<file path="src/rtl/mem_arbiter_pkg.sv">
// mem_arbiter_pkg
//   Shared definitions for the two-requester memory arbiter: FSM state
//   encoding, default RAM address slicing and the data width. Also imported
//   by the CPU top so that address slicing stays consistent.
package mem_arbiter_pkg;

    localparam int DATA_W       = 32;
    localparam int ADDR_LSB_DEF = 3;
    localparam int RAM_AW_DEF   = 14;

    typedef enum logic {
        IDLE = 1'b0,
        RESP = 1'b1
    } state_t;

endpackage

</file>
<file path="src/rtl/mem_arbiter_if.sv">
// mem_arbiter_if
//   One requester channel of the memory arbiter.
//   valid/we/addr/wdata : request from the requester
//   ready               : request accepted this cycle
//   rvalid/rdata        : one-cycle response (read data or write ack)
//   master modport = requester side, slave modport = arbiter side.
interface mem_arbiter_if;
    import mem_arbiter_pkg::*;

    logic              valid;
    logic              we;
    logic [DATA_W-1:0] addr;
    logic [DATA_W-1:0] wdata;
    logic              ready;
    logic              rvalid;
    logic [DATA_W-1:0] rdata;

    modport master (
        output valid, we, addr, wdata,
        input  ready, rvalid, rdata
    );

    modport slave (
        input  valid, we, addr, wdata,
        output ready, rvalid, rdata
    );
endinterface

</file>
<file path="src/rtl/mem_arbiter_rr_arb2.sv">
// rr_arb2
//   Two-way winner selection, purely combinational.
//   req[1:0]   : request per requester
//   last_grant : index of the requester granted most recently
//   rr_en      : 1 = round-robin on contention, 0 = requester 0 always wins
//   gnt[1:0]   : one-hot grant, all zero when nothing is requested
module rr_arb2
    import mem_arbiter_pkg::*;
(
    input  logic [1:0] req,
    input  logic       last_grant,
    input  logic       rr_en,
    output logic [1:0] gnt
);

    always_comb begin
        gnt = 2'b00;
        case (req)
            2'b01:   gnt = 2'b01;
            2'b10:   gnt = 2'b10;
            // On contention the requester that did not win last time goes next.
            2'b11:   gnt = (rr_en && !last_grant) ? 2'b10 : 2'b01;
            default: gnt = 2'b00;
        endcase
    end

endmodule

</file>
<file path="src/rtl/mem_arbiter.sv">
// mem_arbiter
//   Arbitrates two requesters onto one single-port synchronous RAM.
//   One access per two cycles: grant in IDLE, response in RESP.
//   clk        : clock, rising edge
//   rst        : synchronous reset, active low
//   m0, m1     : requester channels (CPU LSU, loader/DMA)
//   ram_we     : RAM write enable, grant cycle only
//   ram_addr   : RAM word address (winner addr[ADDR_LSB+RAM_AW-1:ADDR_LSB])
//   ram_wdata  : RAM write data
//   ram_rdata  : RAM read data, one cycle after the address
//   busy       : high while in RESP
//
//   state | meaning
//   ------+-------------------------------------------------------------
//   IDLE  | grant a requester combinationally, drive RAM from the winner
//   RESP  | return ram_rdata / write ack to the owner, then back to IDLE
module mem_arbiter
    import mem_arbiter_pkg::*;
#(
    parameter int ADDR_LSB = ADDR_LSB_DEF,
    parameter int RAM_AW   = RAM_AW_DEF,
    parameter int RR_EN    = 1
) (
    input  logic              clk,
    input  logic              rst,
    mem_arbiter_if.slave      m0,
    mem_arbiter_if.slave      m1,
    output logic              ram_we,
    output logic [RAM_AW-1:0] ram_addr,
    output logic [DATA_W-1:0] ram_wdata,
    input  logic [DATA_W-1:0] ram_rdata,
    output logic              busy
);

    localparam logic RR_ON = (RR_EN != 0);

    state_t     state;
    logic       last_grant;
    logic       owner;
    logic [1:0] req;
    logic [1:0] gnt;
    logic       resp;

    // Requests are only seen in IDLE and out of reset, so ready never
    // appears in RESP or while rst is low.
    assign req = (state == IDLE && rst) ? {m1.valid, m0.valid} : 2'b00;

    rr_arb2 u_rr_arb2 (
        .req        (req),
        .last_grant (last_grant),
        .rr_en      (RR_ON),
        .gnt        (gnt)
    );

    assign m0.ready = gnt[0];
    assign m1.ready = gnt[1];

    always_comb begin
        ram_we    = 1'b0;
        ram_addr  = '0;
        ram_wdata = '0;
        if (gnt[0]) begin
            ram_we    = m0.we;
            ram_addr  = m0.addr[ADDR_LSB+RAM_AW-1:ADDR_LSB];
            ram_wdata = m0.wdata;
        end else if (gnt[1]) begin
            ram_we    = m1.we;
            ram_addr  = m1.addr[ADDR_LSB+RAM_AW-1:ADDR_LSB];
            ram_wdata = m1.wdata;
        end
    end

    // Gating with rst keeps every output quiet in the reset cycle itself.
    assign resp      = (state == RESP) && rst;
    assign busy      = resp;
    assign m0.rvalid = resp && !owner;
    assign m1.rvalid = resp && owner;
    assign m0.rdata  = m0.rvalid ? ram_rdata : '0;
    assign m1.rdata  = m1.rvalid ? ram_rdata : '0;

    always_ff @(posedge clk) begin
        if (!rst) begin
            state      <= IDLE;
            last_grant <= 1'b1;
            owner      <= 1'b0;
        end else begin
            case (state)
                IDLE: begin
                    if (|gnt) begin
                        state      <= RESP;
                        owner      <= gnt[1];
                        last_grant <= gnt[1];
                    end
                end
                RESP:    state <= IDLE;
                default: state <= IDLE;
            endcase
        end
    end

endmodule

</file>
<file path="src/flat_wrapper.sv">
// flat-port wrapper written by rule: the top's interface ports become plain ports
module mem_arbiter_flat import mem_arbiter_pkg::*;
#(
    parameter int ADDR_LSB = ADDR_LSB_DEF,
    parameter int RAM_AW   = RAM_AW_DEF,
    parameter int RR_EN    = 1
)
  (clk, rst, ram_we, ram_addr, ram_wdata, ram_rdata, busy, m0_valid, m0_we, m0_addr, m0_wdata, m0_ready, m0_rvalid, m0_rdata, m1_valid, m1_we, m1_addr, m1_wdata, m1_ready, m1_rvalid, m1_rdata);
  mem_arbiter_if m0_i ();
  mem_arbiter_if m1_i ();
  input  logic clk;
  input  logic rst;
  output logic ram_we;
  output logic [RAM_AW-1:0] ram_addr;
  output logic [DATA_W-1:0] ram_wdata;
  input  logic [DATA_W-1:0] ram_rdata;
  output logic busy;
  input wire logic [$bits(m0_i.valid)-1:0] m0_valid;
  input wire logic [$bits(m0_i.we)-1:0] m0_we;
  input wire logic [$bits(m0_i.addr)-1:0] m0_addr;
  input wire logic [$bits(m0_i.wdata)-1:0] m0_wdata;
  output wire logic [$bits(m0_i.ready)-1:0] m0_ready;
  output wire logic [$bits(m0_i.rvalid)-1:0] m0_rvalid;
  output wire logic [$bits(m0_i.rdata)-1:0] m0_rdata;
  input wire logic [$bits(m1_i.valid)-1:0] m1_valid;
  input wire logic [$bits(m1_i.we)-1:0] m1_we;
  input wire logic [$bits(m1_i.addr)-1:0] m1_addr;
  input wire logic [$bits(m1_i.wdata)-1:0] m1_wdata;
  output wire logic [$bits(m1_i.ready)-1:0] m1_ready;
  output wire logic [$bits(m1_i.rvalid)-1:0] m1_rvalid;
  output wire logic [$bits(m1_i.rdata)-1:0] m1_rdata;
  assign m0_i.valid = m0_valid;
  assign m0_i.we = m0_we;
  assign m0_i.addr = m0_addr;
  assign m0_i.wdata = m0_wdata;
  assign m0_ready = m0_i.ready;
  assign m0_rvalid = m0_i.rvalid;
  assign m0_rdata = m0_i.rdata;
  assign m1_i.valid = m1_valid;
  assign m1_i.we = m1_we;
  assign m1_i.addr = m1_addr;
  assign m1_i.wdata = m1_wdata;
  assign m1_ready = m1_i.ready;
  assign m1_rvalid = m1_i.rvalid;
  assign m1_rdata = m1_i.rdata;
  mem_arbiter #(.ADDR_LSB(ADDR_LSB), .RAM_AW(RAM_AW), .RR_EN(RR_EN)) u_core (.clk(clk), .rst(rst), .m0(m0_i), .m1(m1_i), .ram_we(ram_we), .ram_addr(ram_addr), .ram_wdata(ram_wdata), .ram_rdata(ram_rdata), .busy(busy));
endmodule
</file>
<file path="config.mk">
export PLATFORM = sky130hd
export DESIGN_NAME = mem_arbiter_flat
export DESIGN_NICKNAME = d
export VERILOG_FILES = /design/src/rtl/mem_arbiter_pkg.sv /design/src/rtl/mem_arbiter_if.sv /design/src/rtl/mem_arbiter_rr_arb2.sv /design/src/rtl/mem_arbiter.sv /design/src/flat_wrapper.sv
export SDC_FILE = /design/constraint.sdc
export NUM_CORES = 1
export LEC_CHECK = 0
export ABC_AREA = 1
export ABC_CLOCK_PERIOD_IN_PS = 2020
export BUFFER_PORTS_ARGS = -buffer_cell sky130_fd_sc_hd__buf_2
export CAP_MARGIN = 0
export CORE_AREA = 5 5 106 108
export DETAILED_ROUTE_END_ITERATION = 8
export DIE_AREA = 0 0 111 113
export GPL_ROUTABILITY_DRIVEN = 0
export SLEW_MARGIN = 40
export SYNTH_ARGS = -nofsm -noshare
export SYNTH_HDL_FRONTEND = slang
export SYNTH_SLANG_ARGS = --single-unit
</file>
<file path="constraint.sdc">
create_clock -name clk -period 2.02 [get_ports clk]
set_input_delay 0.202 -clock clk [delete_from_list [all_inputs] [get_ports clk]]
set_output_delay 0.202 -clock clk [all_outputs]
set_load 0.01 [all_outputs]
</file>
==> impl_results.md, run 1 <==
- Clock Sinks: 3
- Reg-to-reg endpoint: u_core.last_grant
- Skew final: 0.00229 ns
- CTS tree: built
- Layout cells sized above 1: between 40% and 50%
- Drt total wl: 6.78 mm
- Status: finished, final reports clean
- Num rows: 37
- Worst setup margin: 0.339 ns
- Crit path required time: between 1.5 and 2 ns
- Final min period: ~1.7 ns
- Post-synthesis sequential area ratio: 5.15%
- Leakage: 1.98 nW
- Clock buffer count from CTS: 3
- Post-synthesis instance area: 1170 um2
- Vias in the first global route: 2178
- Final hold vios: 0
- CP endpoint kind: output port
- First-pass GRT wire length: between 10 and 15 mm
- Post-synth top area cell: nand2_1
- Hold_ws: 0.230 ns
- Syn Area/Cell: 4.19 um2
- Hold EP: u_core.last_grant
- WL met2: 3.44 mm
- Startpoint Class: flop
- Post-synth EDFFs: 0
- IO Count: 282
- Routed metal-1 wire length: 2.51 mm
- Die ar.: between 10000 and 15000 um2
- Die height: roughly 110 um
- Max incr delay on CP: 0.33 ns
- Synth async-reset ratio: 0%
- Syn. warnings: 0
- Die Wd: 111 um
- CTS Hold Buffers Added: 0
- 1st-iter DRT viols: roughly 110
- GRT Total Usage: 9.33%
- Drt via density: between 3 and 4
- Cells after synthesis: 278
- FMAX: 595 MHz
- Worst R2R Setup Slack: 1.16 ns
- Synthesized Nets: 444
- WS Path Type: flop to output port
- Pin count of the biggest net entering global routing: 49
- Fin nets: around 700
- Dpl ws: 0.512 ns
- Worst EP arrival: about 1.5 ns
- Starting Density: ~12%
- Total vias in the final route: 2340
- Hold path start: rst
- Most common library cells after synthesis: nand2_1 (145), nor2_1 (65), inv_1 (38), buf_2 (9), buf_6 (5)
- Most frequent CP cell: nand2_1
- Main synth FF type: dfxtp_1
- Maximum clock path buffer count: 2
- Setup Buffers After CTS: 0
- Final instance area: 2560 um2
- H-tree depth: 1
- Final antenna-violating net count: 0
- Final HPWL DP: 5.65 mm
- Placed Area: 2510 um2
- Max_cap viols: 0
- Clock transition at path regs: approximately 0.03 ns
- Post-route DRC violation count: 0
- WHS Path Cells: 2
- Post-CTS Resized: 0
- Peak supply drop: ~0.00026 V
- DRT Pass-1 Iters: 4
- Core area: 10100 um2
- Clk root buf: clkbuf_8
- Slowest cell on the critical path: dfxtp_1
- Yosys cell types: 15
- R2R cell count: 4
- Power Dens Cells: approximately 260 nW/um2
- Initial antenna violation count: 0
- Antenna diode count: 0
- FF+latch count, synth: 3
- Overflow after GRT: 0
- Largest cells by area after synthesis: nand2_1 (47%), nor2_1 (21%), inv_1 (12%)
- Area fraction of the dominant cell type after synthesis: 46.7%
- Met3 wire length: approximately 750 um
- Fin crit share: between 80 and 90%
- Final setup fails: 0
- Slew @ Worst Pin: 0.347 ns
- Syn-to-layout area delta: 119%
- Clock latency on the worst-skew pair: 0.22 ns
- Avg WL per Cell: 10.4 um
- Number of port buffers: 245
- Relative slew slack: 76.9%
- Most common cell in the netlist: nand2_1
- RSZ-0062 raised after global routing: no
- RR Startpoint: u_core.state
- Highest metal used: met4
- CP Cell Sequence: nor2_2 -> nand3_2 -> inv_2 -> buf_12 -> nand2_1 -> nand2_1 -> buf_2
- Worst Path Max Fanout: 43
- Setup TNS: 0 ns
- Filler cell count: ~1200
- Worst hold path class: primary input to flop
- Slew Limit Fails: 0
==> state kept, by name, indices dropped and copies added, names as in the netlist <==
name	cells
u_core.state	1
u_core.owner	1
u_core.last_grant	1
==> worst max-delay path by stage <==
| stage | endpoint | start | cells past startpoint |
|---|---|---|---|
| floorplan | m0_rdata[10] | u_core.state | 5 |
| global placement | ram_wdata[4] | rst | 9 |
| detailed placement | ram_wdata[4] | rst | 9 |
| CTS | ram_wdata[4] | u_core.state | 7 |
| global route | ram_wdata[20] | u_core.state | 7 |
| finish | ram_wdata[4] | u_core.state | 7 |
==> cells in the final DEF (no fill, tap or decap), drive strengths merged <==
cell type and instances:
buf 249, nand2 145, nor2 66, inv 40, nand3 5, clkbuf 4, dfxtp 3, a21oi 2
o21ai 1
==> cells by family after synthesis <==
family / count (synthesis) / share of synthesized area [%]
AOI/OAI and AO/OA: 3 / 1.61
buffers and inverters: 56 / 22.5
DFF: 3 / 5.15
and+or+nand+nor: 216 / 70.7
==> layer usage <==
metal	track usage, %	up-vias
met2	18.0	112
li1	-	1263
met4	1.89	0
met3	2.99	7
met5	0	-
met1	9.95	958
==> final cells by class <==
class                           instances  area (um2)  area share, %
Timing Repair Buffer                  249        1280           50.1
Inverter                               40         150           5.87
Tap cell                              136         170           6.65
Clock buffer                            4        45.0           1.76
Sequential cell                         3        60.1           2.35
Multi-Input combinational cell        219         851           33.3
==> power breakdown <==
part           internal, mW  leakage (nW)  switching (mW)
combinational         0.194          1.94           0.223
sequential           0.0640        0.0248         0.00343
clock                 0.135        0.0228          0.0415
total                 0.393          1.98           0.268
==> stage by stage <==
step	std cells	total power [mW]	utilization, %
detailed placement	647	0.488	24.8
global route	651	0.725	25.2
global placement	647	0.486	24.8
finish	651	0.661	25.2
CTS	651	0.670	25.2
floorplan	278	0.257	-
==> critical path, delay by kind of cell, from the launching register on <==
kind | cells | cell delay [ns]
flops | 1 | 0.33
buf+inv | 3 | 0.48
simple gates | 4 | 0.42
Power figures use the tool's default switching activity.
==> run 2: changes to the inputs <==
--- a/config.mk
+++ b/config.mk
@@ -5,13 +5,13 @@
 export SDC_FILE = /design/constraint.sdc
 export NUM_CORES = 1
 export LEC_CHECK = 0
-export ABC_AREA = 1
-export ABC_CLOCK_PERIOD_IN_PS = 2020
+export ABC_AREA = 0
+export ABC_CLOCK_PERIOD_IN_PS = 1600
 export BUFFER_PORTS_ARGS = -buffer_cell sky130_fd_sc_hd__buf_2
 export CAP_MARGIN = 0
-export CORE_AREA = 5 5 106 108
+export CORE_AREA = 5 5 108 110
 export DETAILED_ROUTE_END_ITERATION = 8
-export DIE_AREA = 0 0 111 113
+export DIE_AREA = 0 0 113 115
 export GPL_ROUTABILITY_DRIVEN = 0
 export SLEW_MARGIN = 40
 export SYNTH_ARGS = -nofsm -noshare
==> constraint.sdc (replaced) <==
create_clock -name clk -period 1.6 [get_ports clk]
set_input_delay 0.16 -clock clk [delete_from_list [all_inputs] [get_ports clk]]
set_output_delay 0.16 -clock clk [all_outputs]
set_load 0.01 [all_outputs]
==> impl_results.md, run 2 <==
- Most frequent cells in the layout: buf_2 (231), and2_1 (65), a22o_1 (47)
- Antenna diode count: 0 (unchanged)
- RR Startpoint: u_core.state
- DRT Pass-1 Iters: 4 (unchanged)
- Slew Limit Fails: 0 (unchanged)
- Area fraction of the dominant cell type after synthesis: 38.9% (-7.8 points)
- Pin count of the biggest net entering global routing: 49 (unchanged)
- Relative slew slack: 82.5% (+5.6 points)
- Post-synth EDFFs: 0 (unchanged)
- Power, Total: 0.922 mW (+40%)
- Die ar.: 13000 um2 (+3.6%)
- FMAX: 631 MHz
- Skew final: 0.00373 ns (+0.00144 ns)
- Final antenna-violating net count: 0 (unchanged)
- 1st-iter DRT viols: 51 (-54%)
- Clock latency on the worst-skew pair: 0.21 ns (about the same)
- Avg WL per Cell: 16.7 um (+60%)
- Drt total wl: 8.75 mm (+29%)
- FF+latch count, synth: 3 (unchanged)
- Fin crit share: 99.0%
- Leakage: 1.66 nW (-16%)
- Cells after synthesis: 145 (-48%)
- Core area: 10600 um2 (+4.6%)
- Initial antenna violation count: 1 (+1)
- Setup TNS: 0 ns (unchanged)
- Maximum clock path buffer count: 2 (unchanged)
- Syn Area/Cell: 7.30 um2 (+74%)
- WS Path Type: flop to output port
- Worst hold path class: primary input to flop
- Number of port buffers: 245 (unchanged)
- Peak supply drop: 0.000148 V (-43%)
- Layout cells sized above 1: 68.1% (+18 points)
- Hold_ws: 0.181 ns (-0.0498 ns)
- Drt via density: 3.99 (+11%)
- Largest delay contributor family on the critical path: simple AND/OR/NAND/NOR gates
- Post-synthesis instance area: 1060 um2 (-9.2%)
- Fin nets: 552 (-19%)
- Worst EP arrival: 1.42 ns (-0.06 ns)
- CP Cell Sequence: nor2b_4 -> and3_4 -> clkbuf_16 -> a22o_1 -> buf_2
- Num rows: 38 (+2.7%)
- Die Wd: 113 um (+1.8%)
- Final HPWL DP: 7.51 mm (+33%)
- Final core occ: 24.8% (-0.38 points)
- Clk root buf: clkbuf_8
- GRT Total Usage: 11.0% (+1.7 points)
- Status: finished, final reports clean
- Max_cap viols: 0 (unchanged)
- Clock transition at path regs: 0.03 ns (about the same)
- Crit path buffers/inverters: 2 (-1)
- Yosys cell types: 18 (+3)
- Starting Density: 9.98% (-1.5 points)
- Total vias in the final route: 2097 (-10%)
- Overflow after GRT: 0 (unchanged)
- Final setup fails: 0 (unchanged)
- Clock Sinks: 3 (unchanged)
- Clock buffer count from CTS: 3 (unchanged)
- Syn. warnings: 0 (unchanged)
- Post-route DRC violation count: 0 (unchanged)
- RSZ-0062 raised after global routing: yes
- Synthesized Nets: 311 (-30%)
- Most common library cells after synthesis: and2_1 (65), a22o_1 (47), buf_2 (7), clkbuf_1 (6), dfxtp_1 (3)
- CTS tree: built
- Syn-to-layout area delta: 149%
- Slowest cell on the critical path: dfxtp_2
- Crit path required time: 1.44 ns (-0.38 ns)
- Hold path start: rst
- IO Count: 282 (unchanged)
- Largest regs: u_core.last_grant (1), u_core.owner (1), u_core.state (1)
- Startpoint Class: flop
- Commonest non-fill, non-tap cell in the layout: buf_2
- Most common cell in the netlist: and2_1
- CP endpoint kind: output port
- Vias in the first global route: 2169 (-0.41%)
- Power Dens Cells: 350 nW/um2 (+36%)
- Synth async-reset ratio: 0% (unchanged)
- Setup Buffers After CTS: 0 (unchanged)
- Largest cells by area after synthesis: a22o_1 (39%), and2_1 (38%), dfxtp_1 (5.7%)
- First-pass GRT wire length: 11.3 mm (+12%)
- H-tree depth: 1 (unchanged)
- Worst Path Max Fanout: 20 (-53%)
- Post-synthesis sequential area ratio: 5.67% (+0.52 points)
- CTS Hold Buffers Added: 0 (unchanged)
- Die height: 115 um (+1.8%)
- Post-synth top area cell: a22o_1
- Max incr delay on CP: 0.33 ns (about the same)
- Final hold vios: 0 (unchanged)
- Final min period: 1.58 ns
- Slew @ Worst Pin: 0.260 ns (-0.0870 ns)
- Main synth FF type: dfxtp_1
- CP startpoint: u_core.state
-- run 2: cell types whose count changed after synthesis, moves of 2 or more --
cell / before / now
a22o_1: 0 / 47
and2_1: 0 / 65
and3_1: 0 / 2
buf_2: 9 / 7
buf_6: 5 / 2
clkbuf_1: 1 / 6
inv_1: 38 / 2
inv_2: 2 / 0
nand2_1: 145 / 2
nand3_1: 4 / 0
nor2_1: 65 / 0
-- run 2: what timing repair did --
| action | 4_1_cts | 5_1_grt |
|---|---|---|
| gates cloned | 0 | 3 |
| gates resized for setup | 2 | 20 |
| endpoints found under the setup margin | 47 | 51 |
| pin swaps | 2 | 5 |
-- run 2: per-stage QoR --
step / cells / setup WS [ns] / instance area, um2
after floorplan: 145 / 0.222 / 1060
after global placement: 518 / 0.158 / 2440
after detailed placement: 518 / 0.122 / 2440
after CTS: 522 / -0.0430 / 2490
after global routing: 525 / -0.0523 / 2630
final: 525 / 0.0161 / 2630
-- run 2: cell type report --
| class | instances | area (um2) |
|---|---|---|
| repair buffers | 253 | 1430 |
| multi-input cells | 123 | 912 |
| fillers | 1170 | 7970 |
| clock buffers | 4 | 45.0 |
| inverters | 2 | 7.51 |
| well taps | 140 | 175 |
| flip-flops and latches | 3 | 62.6 |
-- run 2: kinds of logic (layout without fill, tap and decap cells) --
logic type / count (synthesis) / after routing / share of synthesized area [%]
AND/OR/NAND/NOR: 71 / 71 / 42.3
AO/OA/AOI/OAI: 52 / 52 / 42.6
buffers and inverters: 19 / 259 / 9.46
flip-flops: 3 / 3 / 5.67
-- run 2: final timing paths --
kind / end / slack [ns] / depth (start not counted)
worst min-delay path: u_core.last_grant / 0.18 / 2
worst max-delay path: ram_wdata[7] / 0.02 / 5
worst max register to register: u_core.owner / 0.51 / 4
worst min register to register: u_core.owner / 0.46 / 2
-- run 2: power breakdown --
part / total, mW / switching (mW) / internal [mW]
Combinational: 0.614 / 0.285 / 0.329
Sequential: 0.0897 / 0.00676 / 0.0829
Clock: 0.218 / 0.0482 / 0.170
Total: 0.922 / 0.340 / 0.582
-- run 2: metal layers --
layer | global-route usage [%] | vias to the layer above | share of wire [%]
li1 | - | 999 | -
met1 | 12.8 | 911 | 39
met2 | 21.0 | 181 | 49
met3 | 2.68 | 6 | 12
met4 | 1.44 | 0 | 0.64
met5 | 0 | - | 0
